$ cat config.mk
export PLATFORM = sky130hd
export DESIGN_NAME = fetch_ctrl
export DESIGN_NICKNAME = d
export VERILOG_FILES = /design/src/rtl/cpu_pkg.sv /design/src/rtl/fetch_ctrl.sv
export SDC_FILE = /design/constraint.sdc
export NUM_CORES = 1
export LEC_CHECK = 0
export ABC_CLOCK_PERIOD_IN_PS = 2100
export CORE_MARGIN = 5
export CORE_UTILIZATION = 35
export CTS_CLUSTER_DIAMETER = 120
export CTS_CLUSTER_SIZE = 24
export DETAILED_ROUTE_END_ITERATION = 7
export GPL_ROUTABILITY_DRIVEN = 1
export SLEW_MARGIN = 30
export SYNTH_ARGS = -nofsm -noshare
export SYNTH_HDL_FRONTEND = slang
export SYNTH_SLANG_ARGS = --single-unit
export TNS_END_PERCENT = 20
$ cat constraint.sdc
create_clock -name clk -period 2.1 [get_ports clk]
set_clock_uncertainty 0.05 [all_clocks]
set_input_delay 0.525 -clock clk [delete_from_list [all_inputs] [get_ports clk]]
set_output_delay 0.525 -clock clk [all_outputs]
set_load 0.01 [all_outputs]
$ cat src/rtl/cpu_pkg.sv
// Shared processor definitions: fetch sequencer states and datapath widths.
package cpu_pkg;

    localparam int PC_W       = 8;
    localparam int INSTR_W    = 8;
    localparam int IMEM_DEPTH = 8;

    localparam logic [INSTR_W-1:0] DEFAULT_HALT_OPCODE = 8'h00;

    typedef enum logic [1:0] {
        IDLE  = 2'd0,
        FETCH = 2'd1,
        HALT  = 2'd2
    } fetch_state_e;

endpackage

$ cat src/rtl/fetch_ctrl.sv
// Instruction-fetch sequencer: owns the PC, captures instMem output into the IR
// and hands it to decode over a valid/ready handshake.
module fetch_ctrl
    import cpu_pkg::*;
#(
    parameter int                  PC_W        = cpu_pkg::PC_W,
    parameter int                  INSTR_W     = cpu_pkg::INSTR_W,
    parameter int                  IMEM_DEPTH  = cpu_pkg::IMEM_DEPTH,
    parameter logic [PC_W-1:0]     START_ADDR  = '0,
    parameter logic [INSTR_W-1:0]  HALT_OPCODE = cpu_pkg::DEFAULT_HALT_OPCODE
) (
    input  logic               clk,
    input  logic               Reset,
    input  logic               start_i,
    output logic [PC_W-1:0]    pc_o,
    input  logic [INSTR_W-1:0] instr_i,
    output logic [INSTR_W-1:0] ir_o,
    output logic [PC_W-1:0]    ir_pc_o,
    output logic               ir_valid_o,
    input  logic               ir_ready_i,
    input  logic               redirect_i,
    input  logic [PC_W-1:0]    redirect_pc_i,
    output logic               halted_o,
    output logic               busy_o
);

    // IMEM_DEPTH is a power of two, so modulo reduces to masking the low bits.
    localparam logic [PC_W-1:0] PC_MASK = PC_W'(IMEM_DEPTH - 1);

    function automatic logic [PC_W-1:0] wrap_pc(input logic [PC_W-1:0] addr);
        return addr & PC_MASK;
    endfunction

    fetch_state_e       state_q, state_d;
    logic [PC_W-1:0]    pc_q, pc_d;
    logic [INSTR_W-1:0] ir_q, ir_d;
    logic [PC_W-1:0]    ir_pc_q, ir_pc_d;
    logic               ir_valid_q, ir_valid_d;
    logic               halted_q, halted_d;

    logic               slot_free;
    logic [PC_W-1:0]    pc_next;

    assign slot_free = !ir_valid_q || ir_ready_i;
    assign pc_next   = wrap_pc(pc_q + PC_W'(1));

    always_ff @(posedge clk or negedge Reset) begin
        if (!Reset) begin
            state_q    <= IDLE;
            pc_q       <= START_ADDR;
            ir_q       <= '0;
            ir_pc_q    <= '0;
            ir_valid_q <= 1'b0;
            halted_q   <= 1'b0;
        end else begin
            state_q    <= state_d;
            pc_q       <= pc_d;
            ir_q       <= ir_d;
            ir_pc_q    <= ir_pc_d;
            ir_valid_q <= ir_valid_d;
            halted_q   <= halted_d;
        end
    end

    always_comb begin
        state_d    = state_q;
        pc_d       = pc_q;
        ir_d       = ir_q;
        ir_pc_d    = ir_pc_q;
        ir_valid_d = ir_valid_q;
        halted_d   = halted_q;

        unique case (state_q)
            IDLE: begin
                if (start_i) begin
                    state_d = FETCH;
                    pc_d    = START_ADDR;
                end
            end

            FETCH: begin
                // Redirect outranks both fetch and halt detection; any IR in flight is flushed.
                if (redirect_i) begin
                    ir_valid_d = 1'b0;
                    pc_d       = wrap_pc(redirect_pc_i);
                    halted_d   = 1'b0;
                end else if (slot_free) begin
                    if (instr_i == HALT_OPCODE) begin
                        ir_valid_d = 1'b0;
                        state_d    = HALT;
                        halted_d   = 1'b1;
                    end else begin
                        ir_d       = instr_i;
                        ir_pc_d    = pc_q;
                        ir_valid_d = 1'b1;
                        pc_d       = pc_next;
                    end
                end
            end

            HALT: begin
                if (redirect_i) begin
                    ir_valid_d = 1'b0;
                    pc_d       = wrap_pc(redirect_pc_i);
                    state_d    = FETCH;
                    halted_d   = 1'b0;
                end else if (start_i) begin
                    pc_d     = START_ADDR;
                    state_d  = FETCH;
                    halted_d = 1'b0;
                end
            end

            default: begin
                state_d = IDLE;
            end
        endcase
    end

    assign pc_o       = pc_q;
    assign ir_o       = ir_q;
    assign ir_pc_o    = ir_pc_q;
    assign ir_valid_o = ir_valid_q;
    assign halted_o   = halted_q;
    assign busy_o     = (state_q == FETCH);

endmodule

==> results of run 1 <==
## registers in the layout, summed over array words and instances, names as in the netlist
name,flops
ir_o,8
ir_pc_o,8
pc_o,8
ir_valid_o,1
halted_o,1
state_q,2
## how the worst max path moves through the flow
stage	slack, ns	endpoint	cells past startpoint	startpoint
final	0.09	pc_o[0]	7	ir_ready_i
after CTS	-0.14	state_q[0]	6	instr_i[5]
after global placement	-0.47	ir_o[2]	5	instr_i[7]
after detailed placement	-0.52	ir_o[2]	5	ir_ready_i
after floorplan	0.09	ir_o[6]	5	instr_i[5]
after global routing	0.06	pc_o[0]	7	ir_ready_i
## per-stage QoR
step | std cells | TNS [ns] | hold WS, ns | utilization (%)
after floorplan | 105 | 0 | 0.179 | -
after global placement | 203 | -10.41 | 0.418 | 51.2
after detailed placement | 203 | -11.15 | 0.424 | 51.2
after CTS | 207 | -0.242 | 0.446 | 53.6
after global routing | 211 | 0 | 0.466 | 55.5
final | 211 | 0 | 0.441 | 55.5
## worst max-delay path, stage by stage
cell,delay [ns]
sky130_fd_sc_hd__clkdlybuf4s50_1,0.50
sky130_fd_sc_hd__nor2b_1,0.07
sky130_fd_sc_hd__o21bai_4,0.21
sky130_fd_sc_hd__buf_6,0.14
sky130_fd_sc_hd__buf_4,0.12
sky130_fd_sc_hd__a211o_4,0.35
sky130_fd_sc_hd__a32o_1,0.21
## final cells by class
class | count | area, um2 | share of cell area, %
well taps | 48 | 60.1 | 2.89
clock inverters | 1 | 30.0 | 1.44
flip-flops and latches | 28 | 701 | 33.7
clock buffers | 3 | 41.3 | 1.99
multi-input cells | 74 | 696 | 33.5
repair buffers | 55 | 544 | 26.2
inverters | 2 | 7.51 | 0.361
## where the power goes
| part | internal [mW] | total, mW | leakage, nW | switching, mW |
|---|---|---|---|---|
| combinational | 0.585 | 1.01 | 0.573 | 0.428 |
| clock | 0.255 | 0.413 | 0.0357 | 0.158 |
| sequential | 0.688 | 0.788 | 0.367 | 0.100 |
## what timing repair did
action,in CTS,in global routing
cloned,0,1
setup endpoints to repair,20,19
buffers inserted,0,3
resized for setup,4,13
hold buffers,0,0
pin swaps,0,7
## cell families after synthesis
| family | count (synthesis) |
|---|---|
| adders and majority gates | 5 |
| AOI/OAI and AO/OA | 22 |
| DFF | 28 |
| muxes | 19 |
| and+or+nand+nor | 27 |
| buffers and inverters | 4 |
## synth_stat cells (2+ instances only)
library cell               count  area share [%]
sky130_fd_sc_hd__a211o_1       2             1.3
sky130_fd_sc_hd__a21oi_1       4             1.5
sky130_fd_sc_hd__a32o_1        6             4.4
sky130_fd_sc_hd__and2_1        5             2.3
sky130_fd_sc_hd__dfrtp_1      28              51
sky130_fd_sc_hd__ha_1          5             4.5
sky130_fd_sc_hd__inv_1         2            0.55
sky130_fd_sc_hd__mux2_1        6             4.9
sky130_fd_sc_hd__mux2_4       10              11
sky130_fd_sc_hd__mux2i_1       3             2.2
sky130_fd_sc_hd__nand2_1       3            0.82
sky130_fd_sc_hd__nand2b_1      4             1.8
sky130_fd_sc_hd__nor2_1        4             1.1
sky130_fd_sc_hd__nor2b_1       4             1.8
sky130_fd_sc_hd__o21ai_0       3             1.1
sky130_fd_sc_hd__o31ai_1       2             1.1
sky130_fd_sc_hd__or4_4         2             1.6
## per-layer routing
layer,vias to the layer above,GRT usage (%),wire length [um]
met5,-,0,0
met3,4,3.86,183
met2,26,20.9,1590
li1,502,-,-
met4,0,2.46,21
met1,506,15.1,1340
==> impl_summary.log, run 1 <==
INFO  metric synth-xor-area-share = 0%
INFO  metric start_kind = primary input
INFO  metric detailroute.via_count = 1038
INFO  metric count_of_endpoints_failing_hold_in_the_final_timing_report = 0
INFO  metric layout.nets = 190
INFO  metric avgRoutedWirePerCell = 14.8 um
INFO  metric place.port_buffers = 42
INFO  metric drt-vias-per-instance = 4.92
INFO  metric ff2ff_setup_slack = 0.27 ns
INFO  metric relSlewSlack = 75.8%
INFO  metric fin_ws = 0.0887 ns
INFO  metric design_power_total = 2.21 mW
INFO  metric stdcell_area = 2080 um2
INFO  metric post-dp-hpwl = 2300 um
INFO  metric synthesis.nets = 131
INFO  metric fillCellCount = 340
INFO  metric worstHoldStart = ir_o[5]
INFO  metric routed_wl = 3130 um
INFO  metric cp-end-kind = flop
INFO  metric timing_worst_slew_pin_value = 0.363 ns
INFO  metric clock-root-buffer = sky130_fd_sc_hd__clkbuf_8
INFO  metric detail_route.drc_violations = 0
INFO  metric globalRoute.totalOverflow = 0
INFO  metric syn2layout_area_growth = 51.1%
INFO  metric die_w = 72.7 um
INFO  metric hp_class = reg2reg
INFO  metric placement_rows = 22
INFO  metric core_region_area = 3740 um2
INFO  metric share_of_synthesized_cell_area_in_and_or_nand_and_nor_gates = 11.7%
INFO  metric synth_compound_area_share = 13.2%
INFO  metric status = finished clean
INFO  metric die_height = 72.7 um
INFO  metric muxShareOfSynthArea = 18.0%
INFO  metric setup_violations = 0
INFO  metric hold_path_depth = 1
INFO  metric gr-usage-all-layers = 12.2%
INFO  metric detailed_place.area = 1920 um2
INFO  metric slew_viol_final = 0
INFO  metric max-vdd-ir-drop = 0.582 mV
INFO  metric dominant_combinational_cell_family_by_area_after_synthesis = multiplexers
INFO  metric drive_above_1_share = 22.7%
INFO  metric r2r.worst_path.cells = 5
INFO  metric antenna_found_initial = 0
INFO  metric synthesis.instances = 105
INFO  metric synth_sequential_area_ratio = 50.9%
INFO  metric final_replace_weighted_congestion = 0.741
INFO  metric cap_viol_max_count = 0
INFO  metric cts_htree_levels = 1
INFO  metric netlist-cell-type-count = 29
INFO  metric cp.arrival = 2.13 ns
INFO  metric clkSinkCount = 28
INFO  metric power_density_cells = 1060 nW/um2
INFO  metric synth_adder_area_share = 4.55%
INFO  metric first_global_vias = 1069
INFO  metric antenna_cells_inserted = 0
INFO  metric power_leakage = 0.975 nW
INFO  metric antenna_left = 0
INFO  metric yosys_most_used_dff = sky130_fd_sc_hd__dfrtp_1
INFO  metric critical_path_class = in2reg
INFO  metric data_required_time_at_the_worst_endpoint = 2.22 ns
INFO  metric cts-buffers-inserted = 3
INFO  metric layout.cells.most_common = sky130_fd_sc_hd__clkdlybuf4s50_1
INFO  metric drt_first_iter_violations = 18
INFO  metric cts_tree = yes
INFO  metric clk-insertion-delay-late = 0.27 ns
INFO  metric boundary_pins = 48
INFO  metric fmaxAchievable = 497 MHz
INFO  metric rr_endpoint = pc_o[0]
INFO  metric post-place-ws = -0.516 ns
INFO  metric syn-cell-area = 1380 um2
INFO  metric cts_max_path_buffers = 2
INFO  metric layout.cells.most_common_list = 33 x sky130_fd_sc_hd__clkdlybuf4s50_1, 28 x sky130_fd_sc_hd__dfrtp_1, 11 x sky130_fd_sc_hd__buf_4
INFO  metric postSynth.asyncResetShare = 100%
INFO  metric fin_crit = 2.01 ns
INFO  metric clk_pin_slew = 0.09 ns
INFO  metric initial_utilization = 36.8%
INFO  metric avgSynthCellArea = 13.1 um2
INFO  metric final_clock_period_utilization_by_the_worst_path = 95.8%
INFO  metric synth_enable_flop_cells = 0
INFO  metric worst-path-max-fanout = 7
INFO  metric setup_repair_after_global_routing_missed_its_margin = false
INFO  metric worstReg2RegStart = state_q[1]
INFO  metric synth.yosys.warnings = 0
INFO  metric drtPass1Iterations = 4
INFO  metric grt_start_max_net_pins = 29
INFO  metric grt_pass1_wl = 5090 um
INFO  metric worst_hold_path.endpoint = ir_o[5]
INFO  metric die_area = 5290 um2
INFO  metric synth_seq_cells = 28
No activity file was read; power rests on OpenSTA's default activity.
==> run 2: changes to the inputs <==
--- a/config.mk
+++ b/config.mk
@@ -6,6 +6,7 @@
 export NUM_CORES = 1
 export LEC_CHECK = 0
 export ABC_CLOCK_PERIOD_IN_PS = 2100
+export CAP_MARGIN = 20
 export CORE_MARGIN = 5
 export CORE_UTILIZATION = 35
 export CTS_CLUSTER_DIAMETER = 120
==> results of run 2 <==
Final layout, timing and power as in run 1 (identical DEF).
